--- config.mk ---
export PLATFORM = sky130hd
export DESIGN_NAME = seq_multiplier_flat
export DESIGN_NICKNAME = d
export VERILOG_FILES = /design/src/rtl/seq_multiplier_if.sv /design/src/rtl/seq_multiplier.sv /design/src/flat_wrapper.sv
export SDC_FILE = /design/constraint.sdc
export NUM_CORES = 1
export LEC_CHECK = 0
export CAP_MARGIN = 15
export CORE_AREA = 2 2 92 94
export CTS_CLUSTER_DIAMETER = 150
export DETAILED_ROUTE_END_ITERATION = 8
export DIE_AREA = 0 0 94 96
export PLACE_DENSITY = 0.79
export SLEW_MARGIN = 20
export SYNTH_ARGS = -nofsm -noshare
export SYNTH_HDL_FRONTEND = slang
export SYNTH_SLANG_ARGS = --single-unit
export TNS_END_PERCENT = 50
--- constraint.sdc ---
create_clock -name clk -period 4.3 [get_ports clk]
set_clock_uncertainty 0.05 [all_clocks]
set_input_delay 0.43 -clock clk [delete_from_list [all_inputs] [get_ports clk]]
set_output_delay 0.43 -clock clk [all_outputs]
set_load 0.1 [all_outputs]
--- src/rtl/seq_multiplier_if.sv ---
// seq_multiplier_if: launch/result bundle between the CPU controller and the multiply/MAC unit
interface seq_multiplier_if #(parameter int WIDTH = 8);
    logic               start;
    logic               signed_mode;
    logic               acc;
    logic [WIDTH-1:0]   in_a;
    logic [WIDTH-1:0]   in_b;
    logic               busy;
    logic               done;
    logic [2*WIDTH-1:0] out;
    logic               ovf;
    modport master (output start, signed_mode, acc, in_a, in_b, input busy, done, out, ovf);
    modport slave  (input start, signed_mode, acc, in_a, in_b, output busy, done, out, ovf);
endinterface

--- src/rtl/seq_multiplier.sv ---
// seq_multiplier: iterative shift-add multiply/MAC, one multiplier bit per clock
module seq_multiplier #(parameter int WIDTH = 8) (
    input logic clk,
    input logic rst,
    seq_multiplier_if.slave bus
);
    localparam int CW = $clog2(WIDTH);
    localparam logic [CW-1:0] LAST = CW'(WIDTH - 1);
    typedef enum logic [1:0] {IDLE, RUN, FIX} state_t;
    state_t state, state_n;
    logic [CW-1:0]      cnt;
    logic [WIDTH-1:0]   mcand, mplier, mag_a, mag_b;
    logic [2*WIDTH-1:0] prod, prod_s, out_r;
    logic [2*WIDTH:0]   sum;
    logic               neg, sgn, acc, done_r, ovf_r, ovf_n;
    // signed operands are reduced to magnitudes; the most negative value maps to 2^(WIDTH-1) unsigned
    always_comb begin
        mag_a   = (bus.signed_mode && bus.in_a[WIDTH-1]) ? -bus.in_a : bus.in_a;
        mag_b   = (bus.signed_mode && bus.in_b[WIDTH-1]) ? -bus.in_b : bus.in_b;
        prod_s  = neg ? -prod : prod;
        sum     = {1'b0, out_r} + {1'b0, prod_s};
        ovf_n   = !acc ? 1'b0
                : sgn  ? (out_r[2*WIDTH-1] == prod_s[2*WIDTH-1]) && (sum[2*WIDTH-1] != out_r[2*WIDTH-1])
                :        sum[2*WIDTH];
        state_n = (state == IDLE && bus.start) ? RUN
                : (state == RUN && cnt == LAST) ? FIX
                : (state == FIX)                ? IDLE
                :                                 state;
    end
    always_ff @(posedge clk or posedge rst)
        if (rst) state <= IDLE;
        else     state <= state_n;
    always_ff @(posedge clk or posedge rst) begin
        if (rst) begin
            cnt    <= '0;
            mcand  <= '0;
            mplier <= '0;
            prod   <= '0;
            neg    <= 1'b0;
            sgn    <= 1'b0;
            acc    <= 1'b0;
            out_r  <= '0;
            ovf_r  <= 1'b0;
            done_r <= 1'b0;
        end else begin
            done_r <= (state == FIX);
            if (state == IDLE && bus.start) begin
                mcand  <= mag_a;
                mplier <= mag_b;
                neg    <= bus.signed_mode && (bus.in_a[WIDTH-1] ^ bus.in_b[WIDTH-1]);
                sgn    <= bus.signed_mode;
                acc    <= bus.acc;
                prod   <= '0;
                cnt    <= '0;
            end else if (state == RUN) begin
                if (mplier[0]) prod <= prod + ({{WIDTH{1'b0}}, mcand} << cnt);
                mplier <= mplier >> 1;
                cnt    <= cnt + 1'b1;
            end else if (state == FIX) begin
                out_r <= acc ? sum[2*WIDTH-1:0] : prod_s;
                ovf_r <= ovf_n;
            end
        end
    end
    assign bus.busy = (state != IDLE);
    assign bus.done = done_r;
    assign bus.out  = out_r;
    assign bus.ovf  = ovf_r;
endmodule

--- src/flat_wrapper.sv ---
// flat-port wrapper written by rule: the top's interface ports become plain ports
module seq_multiplier_flat 
#(parameter int WIDTH = 8)
  (clk, rst, bus_start, bus_signed_mode, bus_acc, bus_in_a, bus_in_b, bus_busy, bus_done, bus_out, bus_ovf);
  seq_multiplier_if #(.WIDTH(WIDTH)) bus_i ();
  input logic clk;
  input logic rst;
  input wire logic [$bits(bus_i.start)-1:0] bus_start;
  input wire logic [$bits(bus_i.signed_mode)-1:0] bus_signed_mode;
  input wire logic [$bits(bus_i.acc)-1:0] bus_acc;
  input wire logic [$bits(bus_i.in_a)-1:0] bus_in_a;
  input wire logic [$bits(bus_i.in_b)-1:0] bus_in_b;
  output wire logic [$bits(bus_i.busy)-1:0] bus_busy;
  output wire logic [$bits(bus_i.done)-1:0] bus_done;
  output wire logic [$bits(bus_i.out)-1:0] bus_out;
  output wire logic [$bits(bus_i.ovf)-1:0] bus_ovf;
  assign bus_i.start = bus_start;
  assign bus_i.signed_mode = bus_signed_mode;
  assign bus_i.acc = bus_acc;
  assign bus_i.in_a = bus_in_a;
  assign bus_i.in_b = bus_in_b;
  assign bus_busy = bus_i.busy;
  assign bus_done = bus_i.done;
  assign bus_out = bus_i.out;
  assign bus_ovf = bus_i.ovf;
  seq_multiplier #(.WIDTH(WIDTH)) u_core (.clk(clk), .rst(rst), .bus(bus_i));
endmodule
# After elaboration in Yosys (flattened, before gate mapping)
# Cells that the tools add are included.
# W data, S select, Z words.
[word_totals]
register_bits = 58
input_bits = 21
out_inout_bits = 19
word_cells = 55
[classes]
n_addsub = 6
eq_ne = 5
shift = 1
n_mux = 16
n_bitwise = 3
n_reduce_logical = 13
[op_table]
columns = ["operator", "count"]
rows = [
  ["$mux W16", 5],
  ["$mux W8", 4],
  ["$add A16 B16 Y17", 1],
  ["$add A16 B16 Y16", 1],
  ["$neg A16 Y16", 1],
  ["$neg A8 Y8", 2],
  ["$shl A8 B3 Y16", 1],
  ["$logic_and A1 B1 Y1", 6],
  ["$mux W2", 3],
  ["$mux W3", 2],
  ["$reduce_bool A2 Y1", 3],
  ["$add A3 B1 Y3 const B", 1],
  ["$eq A3 B3 Y1 const B", 1],
  ["$reduce_and A3 Y1", 1],
  ["$reduce_bool A3 Y1", 1],
  ["$eq A2 B1 Y1 const B", 1],
  ["$eq A2 B2 Y1 const B", 1],
  ["$logic_not A2 Y1", 1],
  ["$mux W1", 2],
  ["$not A1 Y1", 2],
  ["$reduce_and A2 Y1", 1],
  ["$eq A1 B1 Y1", 1],
  ["$ne A1 B1 Y1", 1],
  ["$xor A1 B1 Y1", 1],
]

# Depth between registers and ports, before layout
# Gate-level depths: netlist of the first run.
[logic_depth]
depth_word = 7
ltp_mapped = 14
depth_no_buf = 13

# Least setup slack after synthesis of the first run
# Ideal clock, no wire load.
[synth_path]
kind = "register -> register"
startpoint = "register u_core.cnt[0]"
endpoint = "register u_core.prod[15]"
setup_ns = 0.132
arrival_time_ns = 2.868
required_ns = 4.118
slack_ns = 1.250
stages_incl_launch_ff = 15
path_buffers = 1
synth_period_minus_slack_ns = 3.050
path_cell_list = "dfrtp_1 -> clkbuf_1 -> mux2_2 -> nor2_1 -> nor2_1 -> nand2_1 -> o21ai_0 -> ha_1 -> a211oi_2 -> o211ai_1 -> a31o_1 -> o41ai_4 -> o22ai_1 -> xnor2_1 -> nor2_1"
[synth_between]
elab_chain_len = 5
[synth_lines]
columns = ["element", "line_no", "rtl"]
rows = [
  ["from (decl)", "seq_multiplier.sv:11", "logic [CW-1:0] cnt;"],
  ["from (signal assigned)", "seq_multiplier.sv:58", "cnt <= cnt + 1'b1;"],
  ["$shl A8 B3 Y16", "seq_multiplier.sv:56", "if (mplier[0]) prod <= prod + ({{WIDTH{1'b0}}, mcand} << cnt);"],
  ["$add A16 B16 Y16", "seq_multiplier.sv:56", ""],
  ["$mux W16", "seq_multiplier.sv:56", ""],
  ["$mux W16", "seq_multiplier.sv:55", "end else if (state == RUN) begin"],
  ["$mux W16", "seq_multiplier.sv:47", "if (state == IDLE && bus.start) begin"],
  ["to (signal assigned)", "seq_multiplier.sv:56", ""],
  ["to (decl)", "seq_multiplier.sv:13", "logic [2*WIDTH-1:0] prod, prod_s, out_r;"],
]
# No other way between the ends. The select of a mux whose other input is x is not followed.
# A chain may end at the register's enable or synchronous reset.

# Worst setup path in the final report of the first run
[layout_path]
startpoint = "register u_core.prod[2]"
endpoint = "register u_core.out_r[14], in the netlist u_core.bus.out[14]"
[layout_between]
elab_chain_len = 4
[layout_lines]
columns = ["element", "line_no", "rtl"]
rows = [
  ["$neg A16 Y16", "seq_multiplier.sv:20", "prod_s = neg ? -prod : prod;"],
  ["$mux W16 (*)", "seq_multiplier.sv:20", ""],
  ["$add A16 B16 Y17", "seq_multiplier.sv:21", "sum = {1'b0, out_r} + {1'b0, prod_s};"],
  ["$mux W16 (*)", "seq_multiplier.sv:60", "out_r <= acc ? sum[2*WIDTH-1:0] : prod_s;"],
  ["to (signal assigned)", "seq_multiplier.sv:60", ""],
  ["to (decl)", "seq_multiplier.sv:13", ""],
]
# Every way passes the cells marked *; elsewhere a longest branch is shown, timed or not.

==> results of run 1 <==
[synth_stat cells (11+ instances only)]
cell type,count
a21oi_1,33
a31oi_1,11
clkbuf_1,17
dfrtp_1,58
ha_1,37
inv_1,19
nand2_1,97
nand3_1,17
nor2_1,45
o21ai_0,57
o31ai_1,11
xnor2_1,22
xor2_1,29
[stage by stage]
step / hold slack [ns] / worst slack, ns / instance area [um^2]
after floorplan: 0.4119 / 1.250 / 4587
after global routing: 0.4441 / 0.7274 / 5246
after CTS: 0.3965 / 0.9884 / 5246
after global placement: 0.4236 / 1.110 / 5042
after detailed placement: 0.4327 / 1.012 / 5042
final: 0.3731 / 0.9454 / 5246
[worst max path at each step]
stage | start | to | slack [ns] | cells after the start
5_1_grt | u_core.prod[2] | u_core.bus.out[14] | 0.73 | 13
3_5_place_dp | u_core.prod[2] | u_core.bus.out[14] | 1.01 | 13
3_3_place_gp | u_core.prod[2] | u_core.bus.ovf | 1.11 | 13
4_1_cts | u_core.prod[2] | u_core.bus.out[14] | 0.99 | 13
6_report | u_core.prod[2] | u_core.bus.out[14] | 0.95 | 13
2_1_floorplan | u_core.cnt[0] | u_core.prod[15] | 1.25 | 14
[layout make-up]
cell class / instances / area, um^2
multi-input cells: 456 / 2983
flip-flops and latches: 58 / 1451
repair buffers: 41 / 405.4
clock buffers: 11 / 151.4
well taps: 105 / 131.4
inverters: 19 / 71.32
fillers: 688 / 2805
clock inverters: 5 / 52.55
[kinds of logic after synthesis]
| kind of cell | synth area share |
|---|---|
| compound gates | 0.2321 |
| simple gates | 0.1770 |
| xor+xnor | 0.09738 |
| buf+inv | 0.03328 |
| mux | 0.03410 |
| fa+ha+maj | 0.1097 |
| flops | 0.3164 |
[per-layer routing]
| layer | track usage | vias up | wire (um) |
|---|---|---|---|
| li1 | - | 2026 | - |
| met1 | 0.2958 | 1913 | 4501 |
| met2 | 0.4315 | 112 | 5070 |
| met3 | 0.03837 | 30 | 391 |
| met4 | 0.1220 | 0 | 314 |
| met5 | 0 | - | 0 |
[flip-flops by register name, summed over array words and instances (netlist names)]
register         cells
u_core.acc           1
u_core.bus.done      1
u_core.bus.out      16
u_core.bus.ovf       1
u_core.cnt           3
u_core.mcand         8
u_core.mplier        8
u_core.neg           1
u_core.prod         16
u_core.sgn           1
u_core.state         2
[critical path, cell delays in order, from the launching register on]
cell     delay [ns]
dfrtp_1        0.43
nor2_1         0.21
nand3_1        0.21
o41ai_4        0.44
nand2_1        0.11
xor2_1         0.17
ha_1           0.34
a21oi_1        0.22
inv_1          0.08
or4_1          0.40
o22ai_1        0.22
xnor2_1        0.16
mux2i_1        0.09
o21ai_0        0.15
==> impl_metrics.yaml, run 1 <==
detailed_routing:
  ant_nets: 0
  num_vias: 4081
  post_drt_wl_per_cell_um: 14.79
  drc: 0
  totalWireLength_um: 10280
  first_pass_iters: 5
  viasPerCell: 5.872
  drt_iter0_drc: 183
floorplan:
  die_h_um: 96
  num_io_pins: 40
  die_area_um2: 9024
  die_w_um: 94
  start_util: 0.5697
  rows: 33
  coreArea_um2: 8051
setup_path:
  critPathArrivalTime_ns: 3.58
  cp.required_ns: 4.52
  reg2reg_depth: 13
  crit-reg2reg-launch: "u_core.prod[2]"
  rrSetupSlack_ns: 0.95
  crit_fanout: 5
  endpoint_kind: "flop"
  r2r_end: "u_core.bus.out[14]"
  crit_path_start_kind: "flop"
  path_class: "flop to flop"
cts:
  cts_buffer_depth: 2
  clock_sinks: 58
  htreeDepth: 3
  cts_root_buffer: "clkbuf_8"
  clkTransAtPathRegs_ns: 0.07
  clock_latency_ns: 0.35
  cts_hold_buffers: 0
  post_cts.repair.setup_buffers: 0
  cts_tree: "built"
  cts_resized: 0
  numCtsBuffers: 9
cells_and_area:
  drive_gt1_frac: 0.06271
  areaGrowthSynthToFinish_pct: 14.38
  instances_no_fill: 695
  insertedDiodeCount: 0
  final_common_cell: "nand2_1"
  final_cell_mix: "nand2_1 (97), dfrtp_1 (58), o21ai_0 (57), nor2_1 (45), clkdlybuf4s50_1 (39)"
  fin_util: 0.6516
  nNetsFinal: 645
status:
  status: "complete, no violations"
yosys:
  seq_area_frac_synth: 0.3164
  synth_top_area_share: 0.3164
  synth.top_cells.by_area: "dfrtp_1 (32%), ha_1 (10%), nand2_1 (7.9%), o21ai_0 (6.2%), xor2_1 (5.5%)"
  synth_nets: 614
  syn_area_um2: 4587
  ys.flop_type: "dfrtp_1"
  ys_ff_latch: 58
  synthDominantAreaCellType: "dfrtp_1"
  synth_warnings: 0
  synth_cell_type_count: 52
  synth_edf_count: 0
  synth.avg_cell_area_um2: 8.280
  async_reset_ff_frac: 1.000
  netlist_instances: 554
timing:
  period_share: 0.7801
  slew_headroom: 0.3492
  hold_viol: 0
  worst-slew-pin-transition_ns: 0.9731
  max_freq_mhz: 298.1
  finalSetupViolations: 0
  period_needed_ns: 3.355
  fin_tns_setup_ns: 0
  rsz0062_at_grt: "false"
  report.final.slew_viol_count: 0
global_routing:
  gr-total-overflow: 0
  grt_pass1_wl_um: 17580
  grtUsageTotal: 0.2465
  grt_start_max_net_pins: 35
  first_global_vias: 3898
  antenna_found_initial: 0
placed_design:
  gp_congestion: 0.9658
  portBuffers: 39
  placed_cells: 679
  dp_hpwl_um: 7893
flow_run:
  maxCapViolations: 0
worst_hold_path:
  hp-class: "input port to asynchronous set/reset pin"
Power of run 1 is left out: the tool's default activity adds up to more than one toggle a clock period on the data nets, which glitch-free logic cannot reach.
==> inputs of run 2 (changes only) <==
Clock period 4.3 ns to 3.2 ns, I/O delays scaled along.
==> run 2 against run 1 <==
Effect of this change:
- count of clock-buffer cells in the layout up 1
- largest cell class unchanged
- maximum frequency up 3.0%
- first-iteration DRC count up 15%
- the run now ends with negative setup slack left
- worst hold slack better by 0.079 ns
- critical path depth up 1
- non-clock buffer count up 37
- design area up 7.6%
- register-to-register slack worse by 1.0 ns
- die area unchanged
- critical path type unchanged
==> impl_metrics.yaml, run 2 (synthesis gave the netlist of run 1 again) <==
placed_design:
  gp_congestion: 1.010
  dp_hpwl_um: 8015
  portBuffers: 39
  dp_slack_ns: 0.04464
cells_and_area:
  drive_gt1_frac: 0.1531
  final_cell_mix: "nand2_1 (97), o21ai_0 (53), dfrtp_1 (53), nor2_1 (44), buf_4 (39)"
  regArea_um2: 1458
  fill_cells: 633
  multi_input_area_um2: 3078
  insertedDiodeCount: 0
  nNetsFinal: 682
  areaGrowthSynthToFinish_pct: 23.10
  final_common_cell: "nand2_1"
cts:
  clock_sinks: 58
  numCtsBuffers: 9
  cts_root_buffer: "clkbuf_8"
  clock_latency_ns: 0.35
  cts_tree: "built"
  cts_buffer_depth: 2
  htreeDepth: 3
  clkTransAtPathRegs_ns: 0.07
status:
  status: "finished with violations"
  violations: "negative setup slack"
setup_path:
  reg2reg_depth: 14
  r2r_end: "u_core.bus.ovf"
  path_class: "flop to flop"
  crit_fanout: 4
  cp-startpoint: "u_core.prod[3]"
  cp.required_ns: 3.38
  crit_path_start_kind: "flop"
  endpoint_kind: "flop"
  critPathArrivalTime_ns: 3.43
  crit-reg2reg-launch: "u_core.prod[3]"
  rrSetupSlack_ns: -0.06
global_routing:
  grtUsageTotal: 0.2563
  first_global_vias: 4100
  gr-total-overflow: 0
  antenna_found_initial: 0
  grt_pass1_wl_um: 18420
  grt_start_max_net_pins: 59
timing:
  worst-slew-pin-transition_ns: 0.9789
  rsz0062_at_grt: "true"
  slew_headroom: 0.3454
  max_freq_mhz: 306.9
  period_needed_ns: 3.258
  report.final.slew_viol_count: 0
  fin_ws_ns: -0.05842
  period_share: 1.018
  hold_viol: 0
  finalSetupViolations: 2
flow_run:
  maxCapViolations: 0
detailed_routing:
  drc: 0
  ant_nets: 0
  viasPerCell: 5.858
  post_drt_wl_per_cell_um: 15.77
  first_pass_iters: 5
  drt_iter0_drc: 210
  num_vias: 4288
  totalWireLength_um: 11540
floorplan:
  coreArea_um2: 8051
  rows: 33
  die_h_um: 96
  die_area_um2: 9024
  die_w_um: 94
  start_util: 0.5697
  num_io_pins: 40
worst_hold_path:
  hp-class: "input port to asynchronous set/reset pin"
[run 2: cell types whose count changed in the layout (fill, tap and decap cells not counted), moves of 4 or more]
cell	previous run	this run
buf_4	2	39
dfrtp_1	58	53
dfrtp_2	0	5
o21ai_0	57	53
o21ai_1	4	8
[run 2: per-stage QoR]
step                      hold WS [ns]  cells  utilization  instance area, um^2  TNS (ns)
after floorplan                 0.3868    554            -                 4587         0
after global placement          0.4235    694       0.6396                 5150         0
after detailed placement        0.4255    694       0.6396                 5150         0
after CTS                       0.4447    710       0.6687                 5384         0
after global routing            0.5029    732       0.7013                 5647   -0.6651
final                           0.4521    732       0.7013                 5647  -0.07353
[run 2: layer usage]
metal / up-vias / routed length (um) / part of all wire / track usage
met4: 0 / 364 / 0.032 / 0.08575
met2: 142 / 5893 / 0.51 / 0.4738
met5: - / 0 / 0 / 0
met3: 42 / 519 / 0.045 / 0.04385
met1: 2005 / 4765 / 0.41 / 0.3008
li1: 2099 / - / - / -
[run 2: worst max-delay path by stage]
stage | endpoint | slack [ns] | cells after the start
floorplan | u_core.prod[15] | 0.15 | 14
global placement | u_core.prod[15] | 0.13 | 11
detailed placement | u_core.bus.ovf | 0.04 | 13
CTS | u_core.prod[14] | 0.01 | 11
global route | u_core.bus.out[15] | -0.17 | 13
finish | u_core.bus.ovf | -0.06 | 14
[run 2: cell type report]
type | count | area share
multi-input combinational | 456 | 0.5451
clock inverter | 4 | 0.01307
clock buffer | 12 | 0.02748
sequential | 58 | 0.2581
inverter | 19 | 0.01263
timing repair buffer | 78 | 0.1203
tap | 105 | 0.02327
[run 2: critical path, stage by stage, from the launching register on]
cell	delay [ns]
dfrtp_1	0.43
nor2_2	0.19
buf_4	0.13
nand4_1	0.18
buf_4	0.21
o31ai_2	0.25
xnor2_1	0.18
ha_1	0.27
a21oi_2	0.20
inv_1	0.08
or4_1	0.42
o22ai_2	0.15
o21ai_0	0.12
a22oi_1	0.18
o21ai_1	0.10
[run 2: repair_timing]
item,CTS,global route
gates resized for setup,1,29
setup buffers,0,22
endpoints found under the setup margin,2,10
hold buffers,0,0
pin swaps,0,22
gates cloned,0,0
Power of run 2 is left out for the same reason.
==> inputs of run 3 (changes only) <==
Settings changed: CORE_AREA 2 2 92 94 to 2 2 97 99, DIE_AREA 0 0 94 96 to 0 0 99 101, PLACE_DENSITY 0.79 to 0.75.
Clock period 3.2 ns to 2.9 ns, I/O delays scaled along.
==> run 3 against run 2 <==
Effect of this change:
- the run still ends with negative setup slack left
- worst hold slack worse by 0.057 ns
- die area increased by 11%
- critical path depth decreased by 2
- register-to-register slack worse by 0.11 ns
- core utilization down 4.2 points
- highest routed layer unchanged
- count of clock-buffer cells in the layout is 1 lower
- design area grew 4.8%
==> impl_metrics.yaml, run 3 (synthesis gave the netlist of run 1 again) <==
status:
  violations: "negative setup slack"
  status: "finished with violations"
floorplan:
  start_util: 0.5109
  coreArea_um2: 8977
  num_io_pins: 40
  die_area_um2: 9999
  die_w_um: 99
  rows: 35
  die_h_um: 101
timing:
  slew_headroom: 0.5016
  rsz0062_at_grt: "true"
  period_needed_ns: 3.067
  fin_tns_setup_ns: -0.6973
  hold_viol: 0
  finalSetupViolations: 8
  report.final.slew_viol_count: 0
  fin_ws_ns: -0.1670
  worst-slew-pin-transition_ns: 0.7476
  max_freq_mhz: 326.1
  period_share: 1.058
global_routing:
  grt_start_max_net_pins: 59
  first_global_vias: 4277
  antenna_found_initial: 0
  grt_pass1_wl_um: 19010
  gr-total-overflow: 0
  grtUsageTotal: 0.2345
cells_and_area:
  areaGrowthSynthToFinish_pct: 29.02
  final_common_cell: "nand2_1"
  insertedDiodeCount: 0
  fin_util: 0.6592
  postLayoutCellArea_um2: 5918
  nNetsFinal: 715
  final_cell_mix: "nand2_1 (96), buf_4 (89), dfrtp_1 (57), nor2_1 (44), o21ai_0 (44)"
  drive_gt1_frac: 0.2470
setup_path:
  r2r_end: "u_core.prod[13]"
  crit_path_start_kind: "flop"
  crit_family: "compound AO/OA/AOI/OAI gates"
  cp.required_ns: 3.07
  critPathArrivalTime_ns: 3.23
  crit_chain: "buf_6 -> mux2i_2 -> mux2_4 -> o21ai_2 -> ha_1 -> a211oi_2 -> o211ai_1 -> a31o_1 -> o41ai_4 -> buf_4 -> xor2_1 -> o21ai_1"
  crit-reg2reg-launch: "u_core.cnt[0]"
  path_class: "flop to flop"
  rrSetupSlack_ns: -0.17
  reg2reg_depth: 12
  cp_num_buf_inv: 2
  crit_fanout: 6
  crit_slowest_cell: "dfrtp_2"
  crit_path_max_incr_delay_ns: 0.46
  endpoint_kind: "flop"
cts:
  cts_root_buffer: "clkbuf_8"
  htreeDepth: 3
  clock_latency_ns: 0.34
  clock_sinks: 58
  cts_buffer_depth: 2
  numCtsBuffers: 9
  cts_tree: "built"
  clkTransAtPathRegs_ns: 0.07
detailed_routing:
  totalWireLength_um: 11810
  post_drt_wl_per_cell_um: 15.32
  drt_iter0_drc: 233
  drc: 0
  num_vias: 4331
  first_pass_iters: 5
  viasPerCell: 5.617
  ant_nets: 0
placed_design:
  portBuffers: 39
  placed_area_um2: 5438
  dp_hpwl_um: 8573
  gp_congestion: 0.9113
worst_hold_path:
  hp-class: "input port to asynchronous set/reset pin"
flow_run:
  maxCapViolations: 0
-- run 3: per-stage QoR --
| stage | instances | hold slack, ns | setup WS (ns) |
|---|---|---|---|
| global route | 771 | 0.4997 | -0.2565 |
| floorplan | 554 | 0.3568 | -0.07562 |
| CTS | 760 | 0.4490 | -0.08054 |
| global placement | 741 | 0.4223 | -0.06478 |
| detailed placement | 741 | 0.4398 | -0.1771 |
| finish | 771 | 0.3955 | -0.1670 |
-- run 3: area by class of cell --
class                      instances  area [um^2]
multi-input combinational        456         3193
inverter                          19        71.32
sequential                        58         1453
tap                              111        138.9
fill                             717         3059
clock buffer                      11        141.4
timing repair buffer             111        890.9
clock inverter                     5        30.03
-- run 3: what timing repair did --
| action | in CTS | in global routing |
|---|---|---|
| endpoints found under the setup margin | 9 | 15 |
| resized for setup | 14 | 43 |
| buffers inserted | 3 | 11 |
| hold buffers | 0 | 0 |
| pin swaps | 3 | 32 |
-- run 3: routing by layer --
metal / part of all wire / vias to the layer above / wire (um) / track usage
li1: - / 2160 / - / -
met1: 0.43 / 2041 / 5103 / 0.2839
met2: 0.51 / 104 / 5999 / 0.4174
met3: 0.036 / 26 / 423 / 0.03814
met4: 0.024 / 0 / 282 / 0.09062
met5: 0 / - / 0 / 0
-- run 3: how the worst max path moves through the flow --
| stage | from | endpoint | slack, ns | depth (start not counted) |
|---|---|---|---|---|
| after global routing | u_core.cnt[0] | u_core.prod[13] | -0.26 | 14 |
| after global placement | u_core.cnt[0] | u_core.prod[15] | -0.06 | 11 |
| after floorplan | u_core.prod[7] | u_core.bus.ovf | -0.08 | 12 |
| after CTS | u_core.prod[2] | u_core.bus.out[13] | -0.08 | 14 |
| after detailed placement | u_core.cnt[0] | u_core.prod[15] | -0.18 | 11 |
| final | u_core.cnt[0] | u_core.prod[13] | -0.17 | 12 |
-- run 3: worst register-to-register path, stage by stage (launching register included) --
cell	delay [ns]
dfrtp_2	0.46
buf_6	0.15
mux2i_2	0.15
mux2_4	0.29
o21ai_2	0.11
ha_1	0.27
a211oi_2	0.30
o211ai_1	0.19
a31o_1	0.26
o41ai_4	0.34
buf_4	0.17
xor2_1	0.14
o21ai_1	0.07
Power of run 3 is left out for the same reason.
